## config.mk

```make
export PLATFORM = sky130hd
export DESIGN_NAME = ball_motion
export DESIGN_NICKNAME = d
export VERILOG_FILES = /design/src/rtl/ball_motion.sv
export SDC_FILE = /design/constraint.sdc
export NUM_CORES = 1
export LEC_CHECK = 0
export CAP_MARGIN = 0
export CORE_ASPECT_RATIO = 0.5
export CORE_UTILIZATION = 45
export DETAILED_ROUTE_END_ITERATION = 7
export PLACE_DENSITY = 0.69
export SLEW_MARGIN = 20
export SYNTH_ARGS = -nofsm -noshare
export SYNTH_HDL_FRONTEND = slang
export SYNTH_SLANG_ARGS = --single-unit
```

## constraint.sdc

```tcl
create_clock -name clock -period 4.45 [get_ports clock]
set_clock_uncertainty 0.15 [all_clocks]
set_input_delay 1.335 -clock clock [delete_from_list [all_inputs] [get_ports clock]]
set_output_delay 1.335 -clock clock [all_outputs]
set_load 0.005 [all_outputs]
```

## src/rtl/ball_motion.sv

```systemverilog
// Ball position/velocity engine: serve, launch, wall reflection, collision flips.
// Optional BALL_SPEEDUP_EN: each consumed Y collision flip speeds up both axes.
module ball_motion #(
  parameter int XW       = 8,
  parameter int YW       = 8,
  parameter int VW       = 3,
  parameter int X_MIN    = 0,
  parameter int X_MAX    = 159,
  parameter int Y_MIN    = 0,
  parameter int Y_MAX    = 119,
  parameter int START_X  = 20,
  parameter int START_Y  = 20,
  parameter int START_VX = 1,
  parameter int START_VY = 1
) (
  input  logic          clock,
  input  logic          reset,
  input  logic          tick,
  input  logic [2:0]    state,
  input  logic          launch,
  input  logic          cX,
  input  logic          cY,
  output logic [XW-1:0] posX,
  output logic [YW-1:0] posY,
  output logic [VW-1:0] vX,
  output logic [VW-1:0] vY,
  output logic          dirX,
  output logic          dirY,
  output logic          moving,
  output logic          lost
);

`ifdef BALL_SPEEDUP_EN
  localparam bit SPEEDUP = 1'b1;
`else
  localparam bit SPEEDUP = 1'b0;
`endif

  typedef enum logic [1:0] {IDLE, SERVE, MOVE, LOST} fsm_t;

  fsm_t          fsm, fsm_n;
  logic [XW-1:0] posX_n;
  logic [YW-1:0] posY_n;
  logic [VW-1:0] vX_n, vY_n;
  logic          dirX_n, dirY_n;
  logic          pendX, pendY;
  logic          pendX_n, pendY_n;
  logic          lost_n;
  logic          reload;
  logic          play;

  // One extra bit on every step calculation so nothing wraps.
  logic [XW:0] wx, wvx, sx, lx;
  logic [YW:0] wy, wvy, sy, ly;
  logic        fx, fy, ex, ey;

  assign play = (state == 3'b001);

  assign wx  = (XW+1)'(posX);
  assign wvx = (XW+1)'(vX);
  assign sx  = wx + wvx;
  assign lx  = (XW+1)'(X_MIN) + wvx;
  assign wy  = (YW+1)'(posY);
  assign wvy = (YW+1)'(vY);
  assign sy  = wy + wvy;
  assign ly  = (YW+1)'(Y_MIN) + wvy;

  assign fx = pendX | cX;
  assign fy = pendY | cY;
  assign ex = dirX ^ fx;
  assign ey = dirY ^ fy;

  assign moving = (fsm == MOVE);

  always_comb begin
    fsm_n   = fsm;
    posX_n  = posX;
    posY_n  = posY;
    vX_n    = vX;
    vY_n    = vY;
    dirX_n  = dirX;
    dirY_n  = dirY;
    pendX_n = pendX;
    pendY_n = pendY;
    lost_n  = 1'b0;
    reload  = 1'b0;
    if (!play) begin
      fsm_n  = IDLE;
      reload = 1'b1;
    end else begin
      unique case (fsm)
        IDLE: begin
          reload = 1'b1;
          fsm_n  = SERVE;
        end
        SERVE: begin
          reload = 1'b1;
          if (launch) fsm_n = MOVE;
        end
        MOVE: begin
          if (tick) begin
            pendX_n = 1'b0;
            pendY_n = 1'b0;
            // Walls override whatever direction the flips produced.
            if (!ex) begin
              if (sx >= (XW+1)'(X_MAX)) begin
                posX_n = XW'(X_MAX);
                dirX_n = 1'b1;
              end else begin
                posX_n = sx[XW-1:0];
                dirX_n = 1'b0;
              end
            end else begin
              if (wx < lx) begin
                posX_n = XW'(X_MIN);
                dirX_n = 1'b0;
              end else begin
                posX_n = posX - XW'(vX);
                dirX_n = 1'b1;
              end
            end
            if (!ey) begin
              dirY_n = 1'b0;
              if (sy > (YW+1)'(Y_MAX)) begin
                posY_n = YW'(Y_MAX);
                lost_n = 1'b1;
                fsm_n  = LOST;
              end else begin
                posY_n = sy[YW-1:0];
              end
            end else begin
              if (wy < ly) begin
                posY_n = YW'(Y_MIN);
                dirY_n = 1'b0;
              end else begin
                posY_n = posY - YW'(vY);
                dirY_n = 1'b1;
              end
            end
            if (SPEEDUP && fy) begin
              vX_n = (vX == '1) ? vX : vX + 1'b1;
              vY_n = (vY == '1) ? vY : vY + 1'b1;
            end
          end else begin
            pendX_n = fx;
            pendY_n = fy;
          end
        end
        LOST: begin
          reload = 1'b1;
          fsm_n  = SERVE;
        end
        default: begin
          reload = 1'b1;
          fsm_n  = IDLE;
        end
      endcase
    end
    if (reload) begin
      posX_n  = XW'(START_X);
      posY_n  = YW'(START_Y);
      vX_n    = VW'(START_VX);
      vY_n    = VW'(START_VY);
      dirX_n  = 1'b0;
      dirY_n  = 1'b0;
      pendX_n = 1'b0;
      pendY_n = 1'b0;
    end
  end

  always_ff @(posedge clock or posedge reset) begin
    if (reset) begin
      fsm   <= IDLE;
      posX  <= XW'(START_X);
      posY  <= YW'(START_Y);
      vX    <= VW'(START_VX);
      vY    <= VW'(START_VY);
      dirX  <= 1'b0;
      dirY  <= 1'b0;
      pendX <= 1'b0;
      pendY <= 1'b0;
      lost  <= 1'b0;
    end else begin
      fsm   <= fsm_n;
      posX  <= posX_n;
      posY  <= posY_n;
      vX    <= vX_n;
      vY    <= vY_n;
      dirX  <= dirX_n;
      dirY  <= dirY_n;
      pendX <= pendX_n;
      pendY <= pendY_n;
      lost  <= lost_n;
    end
  end

endmodule
```

==> flow_metrics.env, run 1 <==
export IMPL_status="complete, no violations"
export IMPL_dp_cells=355
export IMPL_synth_simple_area_share_pct=26.94
export IMPL_yosysUniqueCellTypes=61
export IMPL_vias=2141
export IMPL_cts_made_buffers=3
export IMPL_switching_power_mw=0.08696
export IMPL_r2r_cells=8
export IMPL_setup_tns_ns=0
export IMPL_post_synth_xor_area_fraction_pct=3.244
export IMPL_finalSetupViolations=0
export IMPL_port_buffers=28
export IMPL_dominantRegCellSynth="dfrtp_1"
export IMPL_worst_pin_slew_ns=0.8542
export IMPL_multi_input_area_mm2=0.001426
export IMPL_dieArea_mm2=0.005097
export IMPL_cts_tree="built"
export IMPL_required_ns=4.49
export IMPL_wl_met3_um=298
export IMPL_pwr_share_clk_pct=35.2
export IMPL_cts_resized_gates=0
export IMPL_min_period_over_period_pct=74.72
export IMPL_grt_overflow=0
export IMPL_initial_utilization_pct=47.89
export IMPL_internal_power_mw=0.2864
export IMPL_rows=17
export IMPL_crit_path_start_kind="primary input"
export IMPL_ios=35
export IMPL_clk_pin_slew_worst_paths_ns=0.08
export IMPL_grt_usage_pct=22.11
export IMPL_place_area_mm2=0.002426
export IMPL_yosys_warnings=0
export IMPL_rrSetupSlack_ns=1.60
export IMPL_vias_per_cell=5.964
export IMPL_remaining_drc_errors=0
export IMPL_grt_max_degree=24
export IMPL_powerDensity_mw_per_mm2=151.1
export IMPL_drtAntennaViolNets=0
export IMPL_final_cell_area_mm2=0.002471
export IMPL_core_mm2=0.004509
export IMPL_syn_inst=278
export IMPL_min_period_ns=3.325
export IMPL_p_leak_nw=0.9926
export IMPL_ys_ff_latch=23
export IMPL_syn_area_mm2=0.002160
export IMPL_relSlewSlack_pct=42.99
export IMPL_synth_compound_gate_area_share_pct=28.22
export IMPL_crit_arrival_ns=3.37
export IMPL_clkLatencyLatePin_ns=0.26
export IMPL_hold_violations=0
export IMPL_crit_type="primary input to flip-flop"
export IMPL_grt_pass1_vias=1921
export IMPL_synth_async_reset_ratio_pct=100.0
export IMPL_dr_wl_met2_um=2514
export IMPL_synth_mux_area_share_pct=1.390
export IMPL_fin_cells=359
export IMPL_wl_per_cell_um=14.91
export IMPL_htreeDepth=1
export IMPL_end_kind="flip-flop"
export IMPL_die_height_um=50.99
export IMPL_syn_to_final_growth_pct=14.43
export IMPL_gp_congestion=0.9008
export IMPL_synthAdderAreaFrac_pct=5.214
export IMPL_num_fill_cells=430
export IMPL_reg2reg_from="posY[0]$_DFFE_PP0P_"
export IMPL_seqPwrFrac_pct=56.2
export IMPL_grt_pass1_wl_um=9032
export IMPL_setup_worst_path_end="posX[3]$_DFFE_PP0P_"
export IMPL_antenna_found_initial=0
export IMPL_cts_root_buf="clkbuf_8"
export IMPL_synth_top_family_by_area="compound AO/OA/AOI/OAI gates"
export IMPL_post_cts_buffers=0
export IMPL_min_delay_path_class="flip-flop to flip-flop"
export IMPL_diodes=0
export IMPL_drt_met1_wl_um=2516
export IMPL_wl_um=5351
export IMPL_rsz0062_at_grt="no"
export IMPL_cts_max_path_buffers=2
export IMPL_first_pass_iters=4
export IMPL_final_layout_size_suffix_gt1_share_pct=6.826
export IMPL_hold_buffers=0
export IMPL_critical_path_max_fanout=19
export IMPL_slew_violations=0
export IMPL_ys_seq_area_share_pct=26.88
export IMPL_drtIter0Drc=102
export IMPL_p_sw_share_pct=23.29
export IMPL_final_core_util_pct=54.80
export IMPL_regArea_um2=580.6
export IMPL_combPwrFrac_pct=8.6
export IMPL_max_freq_mhz=300.7
export IMPL_clock_sinks=23
export IMPL_setup_worst_path_start="tick"
export IMPL_chipWidth_um=99.97
export IMPL_synth_area_per_cell_um2=7.768
export IMPL_highest_layer="met4"
export IMPL_dpl_hpwl_um=3882
export IMPL_irDropWorstVdd_mv=0.09938
export IMPL_r2r_end="fsm[1]$_DFFE_PP0P_"
export IMPL_maxCapViolCount=0
export IMPL_synth_edff_count=0
export IMPL_nets=312
worst min-delay path by stage:
stage                                  from                 to  slack [ns]  depth (start not counted)
final                     pendX$_DFFE_PP0P_  pendX$_DFFE_PP0P_        0.36                          2
after global placement    pendX$_DFFE_PP0P_  pendX$_DFFE_PP0P_        0.33                          2
after detailed placement  pendX$_DFFE_PP0P_  pendX$_DFFE_PP0P_        0.34                          2
after floorplan           pendX$_DFFE_PP0P_  pendX$_DFFE_PP0P_        0.31                          2
after global routing      pendX$_DFFE_PP0P_  pendX$_DFFE_PP0P_        0.39                          2
after CTS                 pendX$_DFFE_PP0P_  pendX$_DFFE_PP0P_        0.36                          2
power by group through the flow:
stage	sequential, mW	combinational (mW)	clock (mW)
2_1_floorplan	0.214	0.0225	0
3_3_place_gp	0.214	0.0316	0
3_5_place_dp	0.214	0.0322	0
4_1_cts	0.210	0.0323	0.136
5_1_grt	0.210	0.0364	0.142
6_report	0.210	0.0321	0.131
critical path, stage by stage:
cell             delay (ns)
clkdlybuf4s50_1        0.51
and2_1                 0.55
nand3_1                0.27
a21oi_1                0.39
o221ai_1               0.20
o21ai_0                0.10
routing by layer:
| layer | vias up | global-route usage, % |
|---|---|---|
| met4 | 0 | 4.589 |
| met1 | 1031 | 29.53 |
| li1 | 1029 | - |
| met5 | - | 0 |
| met3 | 5 | 3.146 |
| met2 | 76 | 38.62 |
through the flow:
step,power (mW),worst slack (ns),hold WS (ns)
detailed placement,0.2461,0.8861,0.3406
CTS,0.3778,1.158,0.3590
global placement,0.2455,0.9963,0.3283
floorplan,0.2363,1.655,0.3135
global route,0.3885,0.9255,0.3889
finish,0.3733,1.125,0.3557
area by class of cell:
type                    instances  area share [%]
multi-input cells             224           57.72
flip-flops and latches         23           23.49
repair buffers                 29           11.65
well taps                      66           3.342
inverters                      13           1.975
clock buffers                   4           1.823
kinds of logic (layout without fill, tap and decap cells):
group,Yosys count,count (layout)
AOI/OAI and AO/OA,85,85
muxes,3,3
and+or+nand+nor,113,113
other,2,6
DFF,23,23
xor gates and xnor gates,8,8
adders and majority gates,9,9
buffers and inverters,35,46
synthesized netlist by cell type (5+ instances only):
| master | number | area share, % |
|---|---|---|
| buf_4 | 7 | 2.4 |
| dfrtp_1 | 19 | 22 |
| o21ai_0 | 22 | 5.1 |
| a31oi_1 | 7 | 2.0 |
| clkbuf_1 | 7 | 1.2 |
| nor2_1 | 22 | 3.8 |
| nor3_1 | 10 | 2.3 |
| ha_1 | 9 | 5.2 |
| and3_1 | 6 | 1.7 |
| nand3_1 | 9 | 2.1 |
| xor2_1 | 5 | 2.0 |
| inv_1 | 13 | 2.3 |
| nand2b_1 | 5 | 1.4 |
| buf_2 | 7 | 1.6 |
| nor2b_1 | 5 | 1.4 |
| nand2_1 | 34 | 5.9 |
| a21oi_1 | 17 | 3.9 |
state kept, by name, indices dropped and copies added, names as in the netlist:
name	cells
posY	8
dirX	1
lost	1
fsm	2
posX	8
pendY	1
dirY	1
pendX	1
placed cells by master (no fill, tap or decap), types with 4 or more instances in the layout:
| cell type | netlist | routed |
|---|---|---|
| inv_1 | 13 | 13 |
| nand2b_1 | 5 | 5 |
| nand3_1 | 9 | 9 |
| nor3_1 | 10 | 10 |
| and2_1 | 4 | 4 |
| a21oi_1 | 17 | 17 |
| a31oi_1 | 7 | 7 |
| o21ai_0 | 22 | 22 |
| dfstp_2 | 4 | 4 |
| nor2_1 | 22 | 22 |
| o22ai_1 | 4 | 4 |
| xor2_1 | 5 | 5 |
| dfrtp_1 | 19 | 19 |
| clkdlybuf4s50_1 | 0 | 28 |
| ha_1 | 9 | 9 |
| nand2_1 | 34 | 34 |
| and3_1 | 6 | 6 |
| conb_1 | 2 | 6 |
| nor2b_1 | 5 | 5 |
Note: power is estimated with default switching activity, not from simulation.
==> inputs of run 2 (changes only) <==
==> constraint.sdc (replaced) <==
create_clock -name clock -period 3.4 [get_ports clock]
set_clock_uncertainty 0.15 [all_clocks]
set_input_delay 1.02 -clock clock [delete_from_list [all_inputs] [get_ports clock]]
set_output_delay 1.02 -clock clock [all_outputs]
set_load 0.005 [all_outputs]
==> run 2 against run 1 <==
  * Sequential share of layout area shrank 0.43 points
  * First-iteration DRC count grew 2.0%
  * Via count grew 0.61%
  * Register-to-register slack lost 0.76 ns
  * Critical path depth shrank 3
  * Critical path type is now flip-flop to primary output
  * Critical endpoint is now moving
==> flow_metrics.env, run 2 (synthesis results as in run 1) <==
export IMPL_hold_violations=0
export IMPL_setup_slack_ns=0.5531
export IMPL_diodes=0
export IMPL_path_depth=3
export IMPL_wl_met3_um=223
export IMPL_combPwrFrac_pct=9.0
export IMPL_setup_worst_path_end="moving"
export IMPL_cts_root_buf="clkbuf_8"
export IMPL_path_delay_family="buffers and inverters"
export IMPL_dr_wl_met2_um=2734
export IMPL_dieArea_mm2=0.005097
export IMPL_total_power_mw=0.4932
export IMPL_dp_slack_ns=0.3755
export IMPL_critical_path_max_fanout=8
export IMPL_r2r_end="fsm[0]$_DFFE_PP0P_"
export IMPL_die_height_um=50.99
export IMPL_wl_um=5570
export IMPL_cts_max_path_buffers=2
export IMPL_r2r_cells=8
export IMPL_layout_commonest_cell="nand2_1"
export IMPL_switching_power_mw=0.1187
export IMPL_status="complete, no violations"
export IMPL_wl_per_cell_um=15.26
export IMPL_required_ns=2.23
export IMPL_htreeDepth=1
export IMPL_nets=318
export IMPL_cts_made_buffers=3
export IMPL_initial_utilization_pct=47.89
export IMPL_worst_pin_slew_ns=0.4970
export IMPL_reg_largest_list="posX x8, posY x8, fsm x2"
export IMPL_port_buffers=28
export IMPL_max_freq_mhz=351.3
export IMPL_hold_buffers=0
export IMPL_gp_congestion=0.8731
export IMPL_cts_resized_gates=0
export IMPL_maxCapViolCount=0
export IMPL_relSlewSlack_pct=66.63
export IMPL_grt_max_degree=24
export IMPL_dpl_hpwl_um=4057
export IMPL_p_leak_nw=1.026
export IMPL_remaining_drc_errors=0
export IMPL_num_fill_cells=438
export IMPL_end_kind="primary output"
export IMPL_reg2reg_from="posY[1]$_DFFE_PP0P_"
export IMPL_grt_pass1_vias=2024
export IMPL_crit_path_start_kind="flip-flop"
export IMPL_rsz0062_at_grt="no"
export IMPL_rrSetupSlack_ns=0.84
export IMPL_drt_met1_wl_um=2613
export IMPL_worstHoldPathCells=2
export IMPL_grt_overflow=0
export IMPL_multi_input_area_mm2=0.001426
export IMPL_irDropWorstVdd_mv=0.1171
export IMPL_slew_violations=0
export IMPL_min_period_ns=2.847
export IMPL_highest_layer="met3"
export IMPL_final_layout_size_suffix_gt1_share_pct=9.030
export IMPL_final_cell_mix="nand2_1 (34), clkdlybuf4s50_1 (28), nor2_1 (22), o21ai_0 (22), dfrtp_1 (19)"
export IMPL_drtAntennaViolNets=0
export IMPL_min_period_over_period_pct=83.73
export IMPL_first_pass_iters=4
export IMPL_grt_usage_pct=24.02
export IMPL_vias_per_cell=5.901
export IMPL_drtIter0Drc=104
export IMPL_crit_type="flip-flop to primary output"
export IMPL_chipWidth_um=99.97
export IMPL_vias=2154
export IMPL_finalSetupViolations=0
export IMPL_regArea_um2=580.6
export IMPL_path_buf_inv=2
export IMPL_clk_pin_slew_worst_paths_ns=0.09
export IMPL_syn_to_final_growth_pct=16.57
export IMPL_critical_path_max_stage_delay_ns=0.56
export IMPL_cts_tree="built"
export IMPL_powerDensity_mw_per_mm2=195.9
export IMPL_grt_pass1_wl_um=9666
export IMPL_setup_worst_path_start="fsm[0]$_DFFE_PP0P_"
export IMPL_holdWs_ns=0.3650
export IMPL_crit_arrival_ns=1.68
export IMPL_clock_sinks=23
export IMPL_clkLatencyLatePin_ns=0.26
export IMPL_setup_tns_ns=0
export IMPL_pwr_share_clk_pct=35.3
export IMPL_ios=35
export IMPL_cpMaxStageDelayCell="clkdlybuf4s50_1"
export IMPL_core_mm2=0.004509
export IMPL_p_sw_share_pct=24.08
export IMPL_rows=17
export IMPL_cp_cell_sequence="inv_1 > ha_1 > clkdlybuf4s50_1"
export IMPL_min_delay_path_class="flip-flop to flip-flop"
export IMPL_internal_power_mw=0.3744
export IMPL_antenna_found_initial=0
export IMPL_seqPwrFrac_pct=55.7
export IMPL_post_cts_buffers=0
run 2: cell count changes in the layout (fill, tap and decap cells not counted), sizes merged:
cell    change
clkbuf      -1
clkinv      +1
buf         +6
run 2: final cells by class:
class,count,area share [%]
multi-input combinational,224,56.66
tap,66,3.280
clock buffer,3,1.640
inverter,13,1.938
timing repair buffer,35,13.22
clock inverter,1,0.1988
sequential,23,23.06
run 2: per-stage QoR:
| step | util [%] | cell area, um^2 | std cells |
|---|---|---|---|
| floorplan | - | 2175 | 282 |
| global placement | 54.80 | 2471 | 361 |
| detailed placement | 54.80 | 2471 | 361 |
| CTS | 55.83 | 2517 | 365 |
| global route | 55.83 | 2517 | 365 |
| finish | 55.83 | 2517 | 365 |
run 2: how the worst min path moves through the flow:
| stage | end | slack (ns) | start |
|---|---|---|---|
| finish | pendY$_DFFE_PP0P_ | 0.37 | pendY$_DFFE_PP0P_ |
| global route | pendY$_DFFE_PP0P_ | 0.41 | pendY$_DFFE_PP0P_ |
| CTS | pendY$_DFFE_PP0P_ | 0.37 | pendY$_DFFE_PP0P_ |
| detailed placement | pendY$_DFFE_PP0P_ | 0.35 | pendY$_DFFE_PP0P_ |
| global placement | pendX$_DFFE_PP0P_ | 0.33 | pendX$_DFFE_PP0P_ |
| floorplan | pendX$_DFFE_PP0P_ | 0.31 | pendX$_DFFE_PP0P_ |
run 2: per-layer routing:
| layer | vias up | GRT usage (%) |
|---|---|---|
| li1 | 1045 | - |
| met1 | 1050 | 31.64 |
| met2 | 59 | 42.30 |
| met3 | 0 | 3.420 |
| met4 | 0 | 5.556 |
| met5 | - | 0 |
run 2: power groups by stage:
stage / registers (mW) / logic [mW] / clock network (mW)
floorplan: 0.280 / 0.0294 / 0
finish: 0.275 / 0.0442 / 0.174
CTS: 0.275 / 0.0443 / 0.179
detailed placement: 0.280 / 0.0441 / 0
global placement: 0.280 / 0.0430 / 0
global route: 0.275 / 0.0496 / 0.193
run 2: worst reg2reg max path, stage by stage, from the launching register on:
cell and delay (ns):
dfrtp_1 0.36, ha_1 0.36, a21bo_1 0.27, nor2_1 0.19, o22ai_1 0.15, a221oi_4 0.40, o21ai_4 0.17, o2111ai_1 0.26
o211ai_1 0.14
==> inputs of run 3 (changes only) <==
--- a/config.mk
+++ b/config.mk
@@ -9,7 +9,7 @@
 export CORE_ASPECT_RATIO = 0.5
 export CORE_UTILIZATION = 45
 export DETAILED_ROUTE_END_ITERATION = 7
-export PLACE_DENSITY = 0.69
+export PLACE_DENSITY = 0.72
 export SLEW_MARGIN = 20
 export SYNTH_ARGS = -nofsm -noshare
 export SYNTH_HDL_FRONTEND = slang
==> constraint.sdc (replaced) <==
create_clock -name clock -period 2.3 [get_ports clock]
set_clock_uncertainty 0.15 [all_clocks]
set_input_delay 0.69 -clock clock [delete_from_list [all_inputs] [get_ports clock]]
set_output_delay 0.69 -clock clock [all_outputs]
set_load 0.005 [all_outputs]
==> run 3 against run 2 <==
  * Critical path depth up 4
  * Clock power up 51%
  * First-iteration DRC count is 20% lower
  * Utilization up 16 points
  * Setup slack lost 0.54 ns
  * Sequential power increased by 48%
  * Non-clock buffer count increased by 58
  * Global-route usage rose by 2.7 points
  * Die area unchanged
  * Sequential share of layout area is 4.9 points lower
==> flow_metrics.env, run 3 (synthesis results as in run 1) <==
export IMPL_status="complete, no violations"
export IMPL_rows=17
export IMPL_wl_per_cell_um=15.78
export IMPL_min_delay_path_class="flip-flop to flip-flop"
export IMPL_end_kind="flip-flop"
export IMPL_vias=2419
export IMPL_reg2reg_from="posY[4]$_DFFE_PP1P_"
export IMPL_port_buffers=28
export IMPL_whs_endpoint="pendY$_DFFE_PP0P_"
export IMPL_holdWs_ns=0.4465
export IMPL_cts_max_path_buffers=2
export IMPL_vias_per_cell=5.719
export IMPL_maxCapViolCount=0
export IMPL_htreeDepth=1
export IMPL_r2r_end="fsm[1]$_DFFE_PP0P_"
export IMPL_antenna_found_initial=0
export IMPL_p_leak_nw=1.389
export IMPL_clkLatencyLatePin_ns=0.27
export IMPL_drtIter0Drc=83
export IMPL_irDropWorstVdd_mv=0.1599
export IMPL_multi_input_area_mm2=0.001687
export IMPL_dp_cells=405
export IMPL_ios=35
export IMPL_cts_made_buffers=3
export IMPL_crit_type="flip-flop to flip-flop"
export IMPL_slew_violations=0
export IMPL_crit_path_start_kind="flip-flop"
export IMPL_diodes=0
export IMPL_required_ns=2.34
export IMPL_drtAntennaViolNets=0
export IMPL_rrSetupSlack_ns=0.01
export IMPL_clock_sinks=23
export IMPL_chipWidth_um=99.97
export IMPL_crit_arrival_ns=2.33
export IMPL_min_period_ns=2.287
export IMPL_cts_root_buf="clkbuf_8"
export IMPL_finalSetupViolations=0
export IMPL_final_cell_mix="buf_4 (58), nand2_1 (32), clkdlybuf4s50_1 (24)"
export IMPL_layout_commonest_cell="buf_4"
export IMPL_rsz0062_at_grt="yes"
export IMPL_fin_cells=423
export IMPL_initial_utilization_pct=47.89
export IMPL_min_period_over_period_pct=99.42
export IMPL_cts_tree="built"
export IMPL_grt_pass1_wl_um=10760
export IMPL_dieArea_mm2=0.005097
export IMPL_reg_largest_list="posX x8, posY x8, fsm x2"
export IMPL_setup_tns_ns=0
export IMPL_hold_violations=0
export IMPL_powerDensity_mw_per_mm2=232.4
export IMPL_final_layout_size_suffix_gt1_share_pct=36.41
export IMPL_nets=376
export IMPL_clk_pin_slew_worst_paths_ns=0.08
export IMPL_remaining_drc_errors=0
export IMPL_dpl_hpwl_um=4703
export IMPL_grt_usage_pct=26.75
export IMPL_die_height_um=50.99
export IMPL_grt_pass1_vias=2322
export IMPL_hold_start="pendY$_DFFE_PP0P_"
export IMPL_wl_um=6677
export IMPL_gp_congestion=0.9495
export IMPL_max_freq_mhz=437.3
export IMPL_worstHoldPathCells=2
export IMPL_regArea_um2=593.1
export IMPL_num_fill_cells=350
export IMPL_grt_overflow=0
export IMPL_syn_to_final_growth_pct=50.87
export IMPL_core_mm2=0.004509
export IMPL_r2r_cells=7
export IMPL_grt_max_degree=24
export IMPL_critical_path_max_fanout=4
export IMPL_first_pass_iters=4
export IMPL_total_power_mw=0.7572
## run 3: worst max-delay path by stage
stage                   startpoint             endpoint  slack (ns)  cells past startpoint
6_report       posY[4]$_DFFE_PP1P_   fsm[1]$_DFFE_PP0P_        0.01                      7
3_3_place_gp              state[0]  posY[3]$_DFFE_PP0P_       -0.33                      6
2_1_floorplan  posY[1]$_DFFE_PP0P_   fsm[1]$_DFFE_PP0P_        0.02                      9
3_5_place_dp                    cY  posY[3]$_DFFE_PP0P_       -0.38                      8
4_1_cts                         cY  posY[3]$_DFFE_PP0P_       -0.06                      8
5_1_grt        posX[0]$_DFFE_PP0P_  posX[0]$_DFFE_PP0P_       -0.09                      8
## run 3: repair_timing
item | in CTS | in global routing
setup endpoints to repair | 20 | 25
resized for setup | 33 | 40
hold buffers | 0 | 0
endpoints found under the hold margin | 0 | 0
pin swaps | 12 | 12
buffers inserted | 11 | 3
cloned | 0 | 0
## run 3: final cells by class
type	instances	area share [%]
clock inverters	1	0.1536
well taps	66	2.535
clock buffers	3	1.267
repair buffers	93	24.58
multi-input cells	224	51.77
flip-flops and latches	23	18.20
inverters	13	1.498
## run 3: per-layer routing
layer | vias up | wire length (um) | global-route usage [%]
met5 | - | 0 | 0
met4 | 0 | 55 | 4.589
met3 | 6 | 288 | 3.010
met2 | 80 | 3399 | 50.34
met1 | 1180 | 2935 | 33.93
li1 | 1153 | - | -
## run 3: where the power goes
group	switching (mW)	total, mW	internal (mW)
registers	0.000718	0.406	0.405
logic	0.0473	0.0887	0.0415
clock network	0.141	0.263	0.121
## run 3: worst max-delay path, cell delays in order, from the launching register on
cell and delay [ns]:
dfstp_2 0.57, nand3_2 0.16, o211a_1 0.30, a211oi_4 0.28
o31a_1 0.24, o21ai_4 0.11, o31ai_4 0.19, mux2i_1 0.21
## run 3: through the flow
stage,area [um^2],util [%],setup slack (ns)
final,3258,72.25,0.01343
after global routing,3258,72.25,-0.09187
after CTS,3068,68.04,-0.05714
after detailed placement,2805,62.21,-0.3778
after global placement,2805,62.21,-0.3327
after floorplan,2178,-,0.02104
